===== config.mk =====
export PLATFORM = sky130hd
export DESIGN_NAME = perm_sequencer
export DESIGN_NICKNAME = d
export VERILOG_FILES = /design/src/rtl/perm_sequencer.sv
export SDC_FILE = /design/constraint.sdc
export NUM_CORES = 1
export LEC_CHECK = 0
export CAP_MARGIN = 20
export CORE_AREA = 2 2 501 503
export DETAILED_ROUTE_END_ITERATION = 7
export DIE_AREA = 0 0 503 505
export GPL_TIMING_DRIVEN = 0
export HOLD_SLACK_MARGIN = 0.05
export PLACE_DENSITY = 0.4
export SKIP_CTS_REPAIR_TIMING = 1
export SYNTH_ARGS = -nofsm -noshare
export SYNTH_HDL_FRONTEND = slang
export SYNTH_SLANG_ARGS = --single-unit

===== constraint.sdc =====
create_clock -name clk -period 1.6 [get_ports clk]
set_clock_uncertainty 0.1 [all_clocks]
set_input_delay 0.32 -clock clk [delete_from_list [all_inputs] [get_ports clk]]
set_output_delay 0.32 -clock clk [all_outputs]
set_load 0.05 [all_outputs]

===== src/rtl/perm_sequencer.sv =====
// perm_sequencer: drives a 320-bit round-per-cycle permutation core from a valid/ready request port
// and returns the permuted state on a valid/ready response port, with a bounded wait for the core's done flag.
module perm_sequencer #(
    parameter int W          = 320,
    parameter int MAX_ROUNDS = 12
) (
    input  logic         clk,
    input  logic         rst,
    input  logic         in_valid,
    output logic         in_ready,
    input  logic [W-1:0] in_state,
    input  logic [4:0]   in_rounds,
    output logic         out_valid,
    input  logic         out_ready,
    output logic [W-1:0] out_state,
    output logic         err,
    output logic         busy,
    output logic         perm_start,
    output logic [4:0]   perm_ctr,
    output logic [4:0]   perm_rounds,
    output logic [W-1:0] perm_S,
    input  logic [W-1:0] perm_out,
    input  logic         perm_done
);
    typedef enum logic [2:0] {IDLE, LOAD, RUN, WAIT, OUT} state_t;
    localparam logic [4:0] MAX_R = 5'(MAX_ROUNDS);
    state_t       state_q, state_d;
    logic [4:0]   ctr_q, ctr_d, rounds_q, rounds_d;
    logic [W-1:0] s_q, s_d, res_q, res_d;
    logic [1:0]   wait_q, wait_d;
    logic         err_q, err_d;
    logic         bad_rounds;
    assign bad_rounds = (in_rounds == 5'd0) || (in_rounds > MAX_R);
    always_comb begin
        state_d  = state_q;
        ctr_d    = ctr_q;
        rounds_d = rounds_q;
        s_d      = s_q;
        res_d    = res_q;
        wait_d   = wait_q;
        err_d    = 1'b0;
        unique case (state_q)
            IDLE: if (in_valid) begin
                s_d      = in_state;
                rounds_d = in_rounds;
                ctr_d    = 5'd0;
                err_d    = bad_rounds;
                state_d  = bad_rounds ? IDLE : LOAD;
            end
            LOAD: begin
                ctr_d   = 5'd1;
                state_d = RUN;
            end
            RUN: if (ctr_q == rounds_q) begin
                wait_d  = 2'd0;
                state_d = WAIT;
            end else begin
                ctr_d = ctr_q + 5'd1;
            end
            // four WAIT cycles without done give up with an error pulse
            WAIT: if (perm_done) begin
                res_d   = perm_out;
                state_d = OUT;
            end else if (wait_q == 2'd3) begin
                err_d   = 1'b1;
                state_d = IDLE;
            end else begin
                wait_d = wait_q + 2'd1;
            end
            OUT: state_d = out_ready ? IDLE : OUT;
            default: state_d = IDLE;
        endcase
    end
    always_ff @(posedge clk) begin
        if (rst) begin
            state_q  <= IDLE;
            ctr_q    <= '0;
            rounds_q <= '0;
            s_q      <= '0;
            res_q    <= '0;
            wait_q   <= '0;
            err_q    <= 1'b0;
        end else begin
            state_q  <= state_d;
            ctr_q    <= ctr_d;
            rounds_q <= rounds_d;
            s_q      <= s_d;
            res_q    <= res_d;
            wait_q   <= wait_d;
            err_q    <= err_d;
        end
    end
    assign in_ready    = (state_q == IDLE);
    assign busy        = (state_q != IDLE);
    assign out_valid   = (state_q == OUT);
    assign out_state   = res_q;
    assign err         = err_q;
    assign perm_start  = (state_q == LOAD) || (state_q == RUN);
    assign perm_ctr    = ctr_q;
    assign perm_rounds = rounds_q;
    assign perm_S      = s_q;
endmodule


==> results of run 1 <==
[per-layer routing]
metal | GRT usage [%] | up-vias | wire, um
li1 | - | 12900 | -
met1 | 12.5 | 12500 | 61600
met2 | 25.8 | 1160 | 95400
met3 | 5.85 | 236 | 17600
met5 | 0 | - | 55
met4 | 5.25 | 8 | 8960
[power breakdown]
part	leakage, nW	switching [mW]	internal [mW]
Clock	1.52	8.51	13.0
Sequential	5.35	0.558	17.2
Combinational	19.6	7.45	4.45
Total	26.5	16.5	34.7
[flip-flops by register name, summed over array words and instances, names as in the netlist]
name         count
perm_S         320
out_state      320
perm_ctr         5
wait_q           2
err              1
state_q          3
perm_rounds      5
[critical path, cell delays in order (launching register included)]
cell and delay, ns:
dfxtp_2 0.33, buf_6 0.14, inv_1 0.08, nand2_2 0.08, a21oi_4 0.17, buf_12 0.16
[kinds of logic (layout without fill, tap and decap cells)]
family,after synthesis,after routing,share of synthesized area [%]
other cells,0,12,0
fa+ha+maj,2,2,0.110
flops,656,656,57.7
xor+xnor,5,5,0.192
simple gates,1329,1329,22.3
buf+inv,222,2083,4.52
compound gates,669,669,15.1
mux,1,1,0.0440
[Yosys cell counts, types with 2 or more instances]
cell	number	area [um2]
nor4_1	3	18.8
and3_1	2	12.5
o21ai_0	2	10.0
a21o_1	2	15.0
inv_1	4	15.0
clkbuf_1	110	413
ha_1	2	25.0
nor3_4	2	32.5
or3_1	2	12.5
a21oi_1	648	3240
nand2_1	1295	4860
buf_4	23	173
a31oi_1	3	18.8
dfxtp_1	656	13100
xor2_1	5	43.8
nor2_1	9	33.8
nand3_1	3	15.0
and2_1	4	25.0
nand2b_1	2	12.5
buf_2	78	390
a211o_1	2	17.5
buf_1	5	18.8
[cell usage in the layout, fill, tap and decap left out, drive strengths merged, types with 2 or more instances in the layout]
cell type	instances
clkinvlp	2
nor3	3
clkinv	15
and2	4
clkbuf	312
clkdlybuf4s50	648
a211o	2
buf	156
o21ai	2
dlymetal6s2s	558
diode	12
nand2	1296
a31oi	4
ha	2
nor2	10
and3	2
xor2	5
dlygate4sd3	376
a21o	2
nand3	3
or3	2
inv	5
a21oi	648
nor4	3
nand2b	2
bufinv	11
dfxtp	656
[area by class of cell]
cell class / instances / area [um2]
clock buffer: 127 / 2580
tap: 3330 / 4170
fill: 27800 / 199000
multi-input combinational: 2006 / 8740
sequential: 656 / 13200
inverter: 4 / 17.5
antenna: 12 / 30.0
timing repair buffer: 1705 / 18500
buffer: 218 / 1440
clock inverter: 29 / 534
[final timing paths]
check                              startpoint           to  slack, ns  depth (start not counted)
worst min register to register     perm_S[92]   perm_S[92]       0.35                          2
worst max register to register     state_q[1]   perm_S[24]      -0.50                          9
worst max-delay path               state_q[1]   perm_start      -0.52                          5
worst min-delay path            in_state[240]  perm_S[240]       0.06                          3
==> run summary, run 1 <==
outcome = finished, violations left
failing checks = setup timing
clock slew at reported path FFs = 0.06 ns
maximum root-to-sink buffer count = 3
ys async rst share = 0%
Slew Viols, Final = 0
Vias/cell = 3.32
Synth Flop Type = dfxtp_1
total track usage = 13.6%
leakage = 26.5 nW
Placed Area = 40400 um2
unrepaired setup endpoints after global routing = yes
Core Region = 248000 um2
Die Area = 254000 um2
critical path fanouts, max = 5
number of synthesized flops with an enable pin = 0
Via Count = 26800
worst vdd ir = 0.000766 V
gpl congestion = 0.908
max_cap viols = 0
initial antenna violation count = 27
CP endpoint kind = primary output
first-pass GRT wire length = 233000 um
Tot Pwr = 51.2 mW
CTS tree = done
clock buffer count from CTS = 88
worst skew pair latency = 0.72 ns
Yosys reg bits = 656
share of cells above drive strength 1 = 9.84%
Setup Viol. Count Final = 1309
power per cell area = 1040 nW/um2
drt first pass iters = 5
Post-Route WL = 184000 um
Yosys warnings = 0
Fin Hold WS = 0.0615 ns
Post-Route Utilization = 19.8%
die height = 505 um
pin count of the biggest net entering global routing = 14
Fmax = 0.472 GHz
crit path DAT = 1.70 ns
CP Class = register to primary output
total gr overflow = 0
CTS sink cnt = 656
placed cell count = 7526
Cells after Synth = 2884
Avg Cell Area, Syn = 7.89 um2
Final TNS setup = -441.59 ns
Boundary Pins = 1305
Final Hold Vio Count = 0
htree depth = 3
vias in the first global route = 25600
Worst Path Required = 1.18 ns
antenna viol nets, final = 0
Post-DP HPWL = 154000 um
die width = 503 um
DP Worst Slack = -2.16 ns
fin crit share = 132%
Area Growth Syn to Fin = 116%
Slew @ Worst Pin = 0.980 ns
Startpoint Class = register
sequential fraction of the synthesis area = 57.7%
nets@finish = 5331
Post-Layout Cell Count = 8087
relative slew slack = 34.6%
clock root cell = clkbuf_16
minimum clock period = 2.12 ns
Syn Nets = 3536
fin area = 49200 um2
HP Class = primary input to register
wire per inst = 22.7 um
Initial Util = 9.17%
number of port buffers = 1303
Rows = 183
Setup WS post-layout = -0.520 ns
DR iter-0 viols = 1170
synth unique cells = 44
Mapped Area = 22800 um2
Post-route DRC = 0
No activity file was read; power rests on OpenSTA's default activity.
==> run 2: changes to the inputs <==
--- a/config.mk
+++ b/config.mk
@@ -9,7 +9,7 @@
 export CORE_AREA = 2 2 501 503
 export DETAILED_ROUTE_END_ITERATION = 7
 export DIE_AREA = 0 0 503 505
-export GPL_TIMING_DRIVEN = 0
+export GPL_TIMING_DRIVEN = 1
 export HOLD_SLACK_MARGIN = 0.05
 export PLACE_DENSITY = 0.4
 export SKIP_CTS_REPAIR_TIMING = 1
==> run 2 against run 1 <==
The flow still finishes with violations (setup timing). Maximum frequency shrank 6.3%. Via count rose by 0.79%. Global-route usage down 1.0 points. Die area stayed put. Hold slack worse by 0.018 ns. Flip-flop and latch count unchanged. Sequential share of layout area is 2.9 points lower. Highest routed layer unchanged. Setup slack worse by 0.14 ns.
==> run summary, run 2 (synthesized netlist as in run 1, its figures left out) <==
total gr overflow = 0
relative slew slack = 72.1%
Area Growth Syn to Fin = 143%
worst skew pair latency = 0.73 ns
die width = 503 um
Slew Viols, Final = 0
crit path DAT = 1.84 ns
CTS tree = done
Register-to-Register Path Depth = 8
pin count of the biggest net entering global routing = 67
Fmax = 0.442 GHz
drt first pass iters = 7
CP Class = register to primary output
Setup WS post-layout = -0.662 ns
Final TNS setup = -122.04 ns
clock root cell = clkbuf_16
initial antenna violation count = 41
outcome = finished, violations left
fillcell total = 26900
fin area = 55300 um2
unrepaired setup endpoints after global routing = yes
Slew @ Worst Pin = 0.418 ns
nets@finish = 5272
Hold EP = out_state[206]
area of the multi-input gates = 8820 um2
Startpoint Class = register
share of cells above drive strength 1 = 23.8%
leakage = 20.0 nW
minimum clock period = 2.26 ns
Worst Path Required = 1.18 ns
gpl congestion = 0.884
Post-Route WL = 176000 um
Final Hold Vio Count = 0
total track usage = 12.6%
hold path cells = 3
Reg area = 13300 um2
Initial Util = 9.17%
Setup Viol. Count Final = 1296
hold path startpoint = perm_out[206]
most frequent cells in the layout = nand2_1, buf_12, clkdlybuf4s50_1, dfxtp_1, a21oi_1
Via Count = 27000
Vias/cell = 3.37
worst reg2reg path startpoint = state_q[0]
Post-DP HPWL = 139000 um
power per cell area = 959 nW/um2
number of port buffers = 1304
maximum root-to-sink buffer count = 3
flop-to-flop setup slack = -0.22 ns
Core Region = 248000 um2
clock slew at reported path FFs = 0.06 ns
Tot Pwr = 53.1 mW
Boundary Pins = 1305
CP endpoint kind = primary output
fin crit share = 141%
clock buffer count from CTS = 91
commonest non-fill, non-tap cell in the layout = nand2_1
worst vdd ir = 0.000669 V
max_cap viols = 0
DR iter-0 viols = 1549
die height = 505 um
Post-route DRC = 0
Die Area = 254000 um2
antenna viol nets, final = 0
critical path fanouts, max = 8
vias in the first global route = 25000
failing checks = setup timing
reg2reg end = out_state[289]
Placed Area = 47600 um2
placed cell count = 7480
CTS sink cnt = 656
first-pass GRT wire length = 220000 um
Post-Layout Cell Count = 8031
htree depth = 3
Rows = 183
wire per inst = 21.9 um
HP Class = primary input to register
[run 2: cell types whose count changed in the layout (fill, tap and decap cells not counted), moves of 12 or more]
cell / previous run / this run
dlymetal6s2s_1: 558 / 0
buf_2: 50 / 0
dlygate4sd3_1: 376 / 334
clkbuf_1: 90 / 19
nand2_1: 1279 / 1293
clkbuf_4: 13 / 0
nand2_2: 13 / 1
clkbuf_16: 95 / 114
dfxtp_4: 18 / 36
clkbuf_2: 92 / 0
buf_4: 39 / 109
a21oi_1: 647 / 613
buf_12: 24 / 705
a21oi_2: 0 / 34
[run 2: worst max-delay path by stage]
stage / startpoint / to / slack [ns] / cells after the start
6_report: state_q[0] / perm_start / -0.66 / 5
5_1_grt: state_q[0] / perm_start / -0.74 / 5
4_1_cts: state_q[0] / perm_start / -1.0 / 5
3_5_place_dp: in_rounds[3] / state_q[0] / -0.62 / 5
3_3_place_gp: in_rounds[3] / state_q[0] / -0.61 / 5
2_1_floorplan: state_q[0] / perm_S[101] / -0.29 / 8
[run 2: cell type report]
type	instances	share of cell area, %
diodes	12	0.0543
clock buffers	125	4.64
clock inverters	37	0.866
multi-input cells	2006	15.9
inverters	4	0.0271
flip-flops and latches	656	24.0
well taps	3330	7.53
repair buffers	1861	47.0
[run 2: stage by stage]
step	setup slack, ns	utilization, %	hold slack [ns]
final	-0.662	22.3	0.0430
after global routing	-0.744	22.3	0.0435
after CTS	-0.996	20.4	-0.116
after detailed placement	-0.622	19.2	0.357
after global placement	-0.608	19.2	0.348
after floorplan	-0.294	-	0.340
[run 2: power by group]
group          switching (mW)  internal (mW)  leakage (nW)
Sequential               1.01           17.2          5.36
Clock                    8.61           12.4          1.48
Combinational            7.19           6.69          13.1
[run 2: layer usage]
| layer | share of wire [%] | up-vias | GRT usage, % |
|---|---|---|---|
| met5 | 0.062 | - | 0 |
| met3 | 9.6 | 242 | 4.94 |
| met4 | 3.2 | 16 | 4.65 |
| met1 | 36 | 12700 | 12.8 |
| met2 | 51 | 1246 | 22.8 |
| li1 | - | 12800 | - |
[run 2: critical path: stages, from the launching register on]
cell	delay, ns
dfxtp_4	0.36
buf_8	0.13
nand2b_4	0.14
buf_6	0.12
a21oi_4	0.20
buf_12	0.17
